===== src/rtl/sm_icache.sv =====
// Direct-mapped, one-word-per-line instruction cache with a req/ack refill port.
// cpuEn doubles as the core's advance enable: it is high only on a hit in IDLE.
module sm_icache #(
   parameter int unsigned IDX_W = 4,
   parameter int unsigned CNT_W = 16
) (
   input  logic              clk,
   input  logic              rst_n,
   input  logic [31:0]       cpuAddr,
   output logic [31:0]       cpuData,
   output logic              cpuEn,
   input  logic              flush,
   output logic              memReq,
   output logic [31:0]       memAddr,
   input  logic              memAck,
   input  logic [31:0]       memData,
   output logic [CNT_W-1:0]  missCount
);

   localparam int unsigned LINES = 32'd1 << IDX_W;
   localparam int unsigned TAG_W = 32 - IDX_W;

   typedef enum logic [0:0] {S_IDLE = 1'b0, S_FILL = 1'b1} state_t;

   state_t              state_q, state_d;
   logic                mem_req_q, mem_req_d;
   logic [31:0]         mem_addr_q, mem_addr_d;
   logic [CNT_W-1:0]    miss_cnt_q, miss_cnt_d;
   logic                flush_pend_q, flush_pend_d;
   logic [LINES-1:0]    valid_q, valid_d;

   // Data and tag arrays are never reset; only the valid bits are.
   logic [31:0]         data_mem [LINES];
   logic [TAG_W-1:0]    tag_mem  [LINES];

   logic [IDX_W-1:0]    cpu_idx;
   logic [IDX_W-1:0]    fill_idx;
   logic                hit_c;
   logic                fill_done_c;

   assign cpu_idx     = cpuAddr[IDX_W-1:0];
   assign fill_idx    = mem_addr_q[IDX_W-1:0];
   assign hit_c       = valid_q[cpu_idx] && (tag_mem[cpu_idx] == cpuAddr[31:IDX_W]);
   assign fill_done_c = (state_q == S_FILL) && memAck;

   assign cpuData   = data_mem[cpu_idx];
   assign cpuEn     = hit_c && (state_q == S_IDLE);
   assign memReq    = mem_req_q;
   assign memAddr   = mem_addr_q;
   assign missCount = miss_cnt_q;

   // State and control registers; reset drops memReq immediately.
   always_ff @(posedge clk or negedge rst_n) begin
      if (!rst_n) begin
         state_q      <= S_IDLE;
         mem_req_q    <= 1'b0;
         mem_addr_q   <= 32'd0;
         miss_cnt_q   <= '0;
         flush_pend_q <= 1'b0;
         valid_q      <= '0;
      end else begin
         state_q      <= state_d;
         mem_req_q    <= mem_req_d;
         mem_addr_q   <= mem_addr_d;
         miss_cnt_q   <= miss_cnt_d;
         flush_pend_q <= flush_pend_d;
         valid_q      <= valid_d;
      end
   end

   // Line write on the acknowledged fill; a late ack after reset cannot reach here.
   always_ff @(posedge clk) begin
      if (fill_done_c) begin
         data_mem[fill_idx] <= memData;
         tag_mem[fill_idx]  <= mem_addr_q[31:IDX_W];
      end
   end

   // Next state: a miss not masked by flush starts a fill, the ack ends it.
   always_comb begin
      state_d = state_q;
      case (state_q)
         S_IDLE: if (!flush && !hit_c) state_d = S_FILL;
         S_FILL: if (memAck)           state_d = S_IDLE;
         default:                      state_d = S_IDLE;
      endcase
   end

   // Register updates for request, address, miss counter, flush latch and valid bits.
   always_comb begin
      mem_req_d    = mem_req_q;
      mem_addr_d   = mem_addr_q;
      miss_cnt_d   = miss_cnt_q;
      flush_pend_d = flush_pend_q;
      valid_d      = valid_q;
      case (state_q)
         S_IDLE: begin
            flush_pend_d = 1'b0;
            if (flush) begin
               valid_d = '0;
            end else if (!hit_c) begin
               mem_req_d  = 1'b1;
               mem_addr_d = cpuAddr;
               if (miss_cnt_q != '1) miss_cnt_d = miss_cnt_q + CNT_W'(1);
            end
         end
         S_FILL: begin
            if (flush) flush_pend_d = 1'b1;
            if (memAck) begin
               mem_req_d    = 1'b0;
               flush_pend_d = 1'b0;
               if (flush_pend_q || flush) valid_d = '0;
               else                       valid_d[fill_idx] = 1'b1;
            end
         end
         default: begin
            mem_req_d = 1'b0;
         end
      endcase
   end

endmodule


===== config.mk =====
export PLATFORM = sky130hd
export DESIGN_NAME = sm_icache
export DESIGN_NICKNAME = d
export VERILOG_FILES = /design/src/rtl/sm_icache.sv
export SDC_FILE = /design/constraint.sdc
export NUM_CORES = 1
export LEC_CHECK = 0
export ABC_AREA = 1
export CORE_MARGIN = 2
export CORE_UTILIZATION = 39
export CTS_BUF_LIST = sky130_fd_sc_hd__clkbuf_4
export CTS_CLUSTER_DIAMETER = 200
export CTS_CLUSTER_SIZE = 8
export DETAILED_ROUTE_END_ITERATION = 7
export DONT_BUFFER_PORTS = 1
export MAX_ROUTING_LAYER = met4
export PLACE_DENSITY_LB_ADDON = 0.3
export SYNTH_ARGS = -nofsm -noshare
export SYNTH_HDL_FRONTEND = slang
export SYNTH_SLANG_ARGS = --single-unit

===== constraint.sdc =====
create_clock -name clk -period 18.4 [get_ports clk]
set_input_delay 0.92 -clock clk [delete_from_list [all_inputs] [get_ports clk]]
set_output_delay 0.92 -clock clk [all_outputs]
set_load 0.005 [all_outputs]

==> results.cfg, run 1 <==
[place]
numPortBuffers = 0
place.gp.congestion = 0.827
place_hpwl_mm = 52.8
dp_cells = 4773

[floorplan]
die_w_um = 332
dieArea_mm2 = 0.110
placementRows = 120
io_pins = 150
start_util_pct = 39.3
fp.dieH_um = 332
core-area_mm2 = 0.107

[detailed_routing]
vias = 27000
ant_nets = 0
drt_iter0_drc = 3084
via_per_inst = 5.34
drc = 0
routed_wl_mm = 115
drt_pre_antenna_iters = 6
routedWlPerCell_um = 22.8

[clocking]
cts_max_level = 4
cts_buffers = 146
clk_transition_reported_paths_ns = 0.09
cts_root_buffer = clkbuf_4
clock_path_buffers = 3
cts_tree = yes
post-cts-setup-buffers = 0
cts.sinks = 1027
insertion_delay_ns = 1.00

[outcome]
status = finished clean

[setup_path]
crit_path_end_kind = output port
cp_num_buf_inv = 3
worstSetupStartpointType = input port
crit_chain = inv_12, buf_4, buf_4, o21ai_0, o211ai_1, nand3_1, nand3_1, nand2_1, nor2_1, nand2_1, nor2_1, nand2_2, nor2_1
crit_type = in -> out
critPathMaxStageDelay_ns = 0.90
r2r-start = memAddr[0]
crit_family = buffers and inverters
path_max_fanout = 512
r2r_setup_slack_ns = 15.14
critPathSlowestCell = buf_4
worstPathRequired_ns = 17.48
cp.depth = 13
crit_top_cell = nor2_1
r2r_end = data_mem[13][6]
rr_worst_depth = 5
worstPathArrival_ns = 5.97

[logic_synthesis]
ys_seq_area_share_pct = 72.6
ys_ff_latch = 1027
synth-edff-count = 960
syn-cell-area_mm2 = 0.0420
synth_area_leaders = edfxtp_1, nand2_1, dfrtp_1
syn_area_per_cell_um2 = 11.8
ys.flop_type = edfxtp_1
syn_inst = 3551
ys_warn_count = 0
synth_top_area_share_pct = 68.6
synthTopCellsByCount = edfxtp_1, nand2_1, nor2_1
synth_nets = 3620
synth_cell_types = 32
yosys.area.top_type = edfxtp_1
synth.most_common_cell = edfxtp_1
synth-async-reset-ratio_pct = 6.52

[worst_hold_path]
hold_start = memAck
min_path_type = in -> reg
whs_path_depth = 3
hold_end = memReq

[pwr]
ir_worst_vdd_uv = 50.8
switching_power_w = 0.00108
switching_share_pct = 24.7
clockPowerShare_pct = 30.1
p_comb_share_pct = 6.9
pwr-share-seq_pct = 63.0
power_per_cell_area_mw_per_mm2 = 96.7
internal_power_w = 0.00331
leakage_nw = 16.4

[timing]
period_minus_slack_ns = 6.88
fmax_ghz = 0.145
hold_viol_final = 0
drv_slew = 0
min_period_over_period_pct = 37.4
setup_tns_ns = 0
setup_viol = 0
max_slew_margin_pct = 17.1
tightest_slew_ns = 1.24
fin_skew_ns = 0.0720
rsz0062_at_grt = false

[global_route]
grt_usage_pct = 21.2
grt_pass1_wl_mm = 170
grt_overflow = 0
grt_pass1_vias = 25900
grt_max_degree = 513
antenna_found_initial = 15

[final_layout]
drive_above_1_share_pct = 7.55
final_cells = 5061
nNetsFinal = 3650
areaGrowthSynthToFinish_pct = 8.09

[run]
drv_cap = 0
==> per-layer routing <==
| layer | global-route usage (%) | part of all wire (%) |
|---|---|---|
| met1 | 28.8 | 44 |
| met2 | 32.8 | 47 |
| met3 | 3.99 | 7.7 |
| met4 | 5.93 | 1.6 |
| met5 | - | 0 |
==> through the flow <==
step	cell area (µm²)	utilization (%)	hold WS [ns]	setup WS (ns)	total power, W
floorplan	42000	-	0.462	10.93	0.00300
CTS	45400	42.4	0.0141	12.04	0.00444
finish	45400	42.4	0.204	11.52	0.00439
detailed placement	43100	40.3	0.497	12.04	0.00310
global placement	43100	40.3	0.482	12.16	0.00309
global route	45400	42.4	0.0960	11.44	0.00457
==> cell usage in the layout (no fill, tap or decap), types with 2 or more instances in the layout <==
cell type      netlist  final
o211ai_1            36     36
dlygate4sd3_1        0     62
a31oi_1              4      4
nor3_2               0      2
buf_4               13     35
or2_2                4      4
o21ai_1             39     39
nand3_1            322    322
clkinvlp_4           0      2
diode_2              0     15
edfxtp_1           960    960
nand2_1            760    760
inv_1              236    235
xnor2_1              4      4
nor3_1               8      6
o22ai_1             15     15
dfrtp_1             67     67
nor2_1             408    396
inv_2                0      3
nand2_2              2      2
xor2_1              10     10
nor4_2               0      3
a21oi_1              2      2
o221ai_1           113    113
bufinv_16            0      4
clkbuf_4             0    200
o21ai_0            315    315
nor2_4               0     12
nand4_1             18     18
==> state kept, by name (all words and copies together), names as in the netlist <==
name / flops
data_mem: 512
tag_mem: 448
memAddr: 32
missCount: 16
valid_q: 16
flush_pend_q: 1
memReq: 1
state_q: 1
==> power by group through the flow <==
stage / Clock [W] / Combinational [W] / Sequential [W]
finish: 0.00132 / 0.000302 / 0.00277
detailed placement: 0 / 0.000272 / 0.00283
floorplan: 0 / 0.000216 / 0.00278
CTS: 0.00136 / 0.000304 / 0.00277
global route: 0.00145 / 0.000339 / 0.00278
global placement: 0 / 0.000268 / 0.00282
==> logic make-up (layout without fill, tap and decap cells) <==
logic type	count (synthesis)	count (layout)	synth area share, %
buffers and inverters	456	548	4.77
DFF	1027	1027	72.6
AOI/OAI and AO/OA	524	524	7.52
and+or+nand+nor	1529	1529	14.8
adders and majority gates	1	1	0.0298
other	0	15	0
xor gates and xnor gates	14	14	0.292
==> what timing repair did <==
action                                  CTS  global route
hold buffers                             63             0
hold endpoints to repair                607             0
resized for setup                         0             0
endpoints found under the setup margin    0             0
==> worst max-delay path by stage <==
stage / startpoint / to / slack (ns)
floorplan: memAck / data_mem[8][0] / 10.93
global placement: cpuAddr[0] / cpuEn / 12.16
detailed placement: cpuAddr[0] / cpuEn / 12.04
CTS: cpuAddr[0] / cpuEn / 12.04
global route: cpuAddr[0] / cpuEn / 11.44
finish: cpuAddr[0] / cpuEn / 11.52
==> worst register-to-register path, delay by kind of cell (launching register included) <==
kind / cells / cell delay (ns)
buffers and inverters: 2 / 1.06
flip-flops: 1 / 0.60
AND/OR/NAND/NOR: 3 / 1.15
==> area by class of cell <==
| type | instances | area (µm²) |
|---|---|---|
| Tap cell | 1403 | 1760 |
| Antenna cell | 15 | 37.5 |
| Inverter | 240 | 928 |
| Multi-Input combinational cell | 2068 | 9650 |
| Clock buffer | 200 | 1500 |
| Sequential cell | 1027 | 30500 |
| Timing Repair Buffer | 98 | 911 |
| Clock inverter | 10 | 155 |
| Fill cell | 9934 | 61600 |
No activity file was read; power rests on OpenSTA's default activity.
==> run 2, diff against run 1 <==
- clock period: 18.4 -> 5.7 ns (I/O delays scaled with it)
==> results.cfg, run 2 (same netlist as run 1, synthesis figures left out) <==
[outcome]
status = finished, violations left
violations = max-slew violations

[pwr]
p_comb_share_pct = 7.2
finalPower_w = 0.0141
clockPowerShare_pct = 29.5
switching_share_pct = 24.7
leakage_nw = 16.6
switching_power_w = 0.00349
ir_worst_vdd_uv = 149
pwr-share-seq_pct = 63.3
internal_power_w = 0.0106
power_per_cell_area_mw_per_mm2 = 307

[clocking]
insertion_delay_ns = 1.07
cts_resized = 0
post-cts-setup-buffers = 0
cts_tree = yes
cts.sinks = 1027
cts_max_level = 4
clk_transition_reported_paths_ns = 0.10
cts_buffers = 146
clock_path_buffers = 3
ctsHoldBuffers = 107
cts_root_buffer = clkbuf_4

[global_route]
grt_overflow = 0
grt_pass1_vias = 25900
grt_usage_pct = 21.1
grt_max_degree = 513
antenna_found_initial = 10
grt_pass1_wl_mm = 170

[setup_path]
crit_type = in -> out
path_max_fanout = 213
r2r-start = tag_mem[10][8]
worstPathRequired_ns = 5.41
critPathMaxStageDelay_ns = 0.80
crit_path_end_kind = output port
worstSetupStartpointType = input port
rr_worst_depth = 16
r2r_setup_slack_ns = 2.33
setup.worst_path.start = cpuAddr[1]
critPathSlowestCell = buf_4
worstPathArrival_ns = 4.26
r2r_end = memAddr[30]
crit_chain = dlygate4sd3_1, inv_8, buf_4, buf_4, o21ai_0, o221ai_1, nand3_1, nand2_1
crit_top_cell = buf_4

[floorplan]
die_w_um = 332
start_util_pct = 39.3
placementRows = 120
core-area_mm2 = 0.107
dieArea_mm2 = 0.110
io_pins = 150
fp.dieH_um = 332

[detailed_routing]
routed_wl_mm = 115
via_per_inst = 5.39
ant_nets = 0
drc = 0
routedWlPerCell_um = 22.6
vias = 27500
drt_pre_antenna_iters = 5
drt_iter0_drc = 2608

[timing]
setup_viol = 0
fin_skew_ns = 0.0563
min_period_over_period_pct = 79.8
period_minus_slack_ns = 4.55
drv_slew = 195
tightest_slew_ns = 1.66
hold_viol_final = 0
max_slew_margin_pct = -11.0
fmax_ghz = 0.220
rsz0062_at_grt = false

[worst_hold_path]
min_path_type = in -> reg
hold_start = cpuAddr[10]
hold_end = missCount[14]
whs_path_depth = 9

[final_layout]
areaGrowthSynthToFinish_pct = 9.30
largest_reg_flops = 512
most-common-layout-cells = edfxtp_1, nand2_1, nor2_1
fin_util_pct = 42.9
drive_above_1_share_pct = 7.38
nNetsFinal = 3695
fillerInstances = 9891
layout_commonest_cell = edfxtp_1
final_cells = 5103
finalInstanceArea_mm2 = 0.0459
top_register = data_mem

[place]
place_hpwl_mm = 52.2
postPlaceCellArea_mm2 = 0.0432
dp_cells = 4774
place.gp.congestion = 0.791
numPortBuffers = 0

[run]
drv_cap = 0
run 2: cell count changes in the layout (fill, tap and decap cells not counted), sizes merged:
cell / before / now
buf: 36 / 38
dlygate4sd3: 62 / 105
diode: 15 / 16
bufinv: 4 / 3
clkbuf: 200 / 194
clkinvlp: 2 / 1
inv: 242 / 246
run 2: stage by stage:
stage	setup WS, ns	hold WS, ns	setup TNS (ns)
final	1.15	0.155	0
after global routing	1.02	0.171	0
after CTS	1.29	0.0234	0
after detailed placement	1.86	-0.00497	0
after global placement	1.92	-0.00533	0
after floorplan	-1.25	-0.0106	-224.33
run 2: cell type report:
type	count	area (µm²)	share of cell area, %
antenna	16	40.0	0.0871
clock buffer	194	1460	3.17
clock inverter	12	133	0.289
inverter	240	928	2.02
multi-input combinational	2068	9640	21.0
sequential	1027	30500	66.4
tap	1403	1760	3.82
timing repair buffer	143	1490	3.24
run 2: critical path, delay by kind of cell:
kind | cells | cell delay (ns)
simple gates | 2 | 0.37
compound gates | 2 | 0.39
buf+inv | 4 | 2.92
run 2: worst max-delay path by stage:
stage | cells past startpoint | to | slack [ns]
CTS | 8 | cpuData[8] | 1.29
finish | 8 | cpuData[0] | 1.15
floorplan | 2 | data_mem[8][0] | -1.25
detailed placement | 16 | memAddr[25] | 1.86
global route | 8 | cpuData[8] | 1.02
global placement | 16 | memAddr[15] | 1.92
run 2: power by group through the flow:
stage	Clock [W]	Sequential, W	Combinational, W
after global routing	0.00459	0.00899	0.00113
after floorplan	0	0.00898	0.000696
final	0.00417	0.00894	0.00102
after CTS	0.00429	0.00895	0.00102
after global placement	0	0.00912	0.000869
after detailed placement	0	0.00912	0.000880
run 2: metal layers:
layer	vias to the layer above	routed length (µm)	global-route usage, %
met3	205	9010	4.54
met1	13600	50500	28.5
met4	0	2490	6.44
li1	12700	-	-
met2	983	53200	32.1
met5	-	0	-
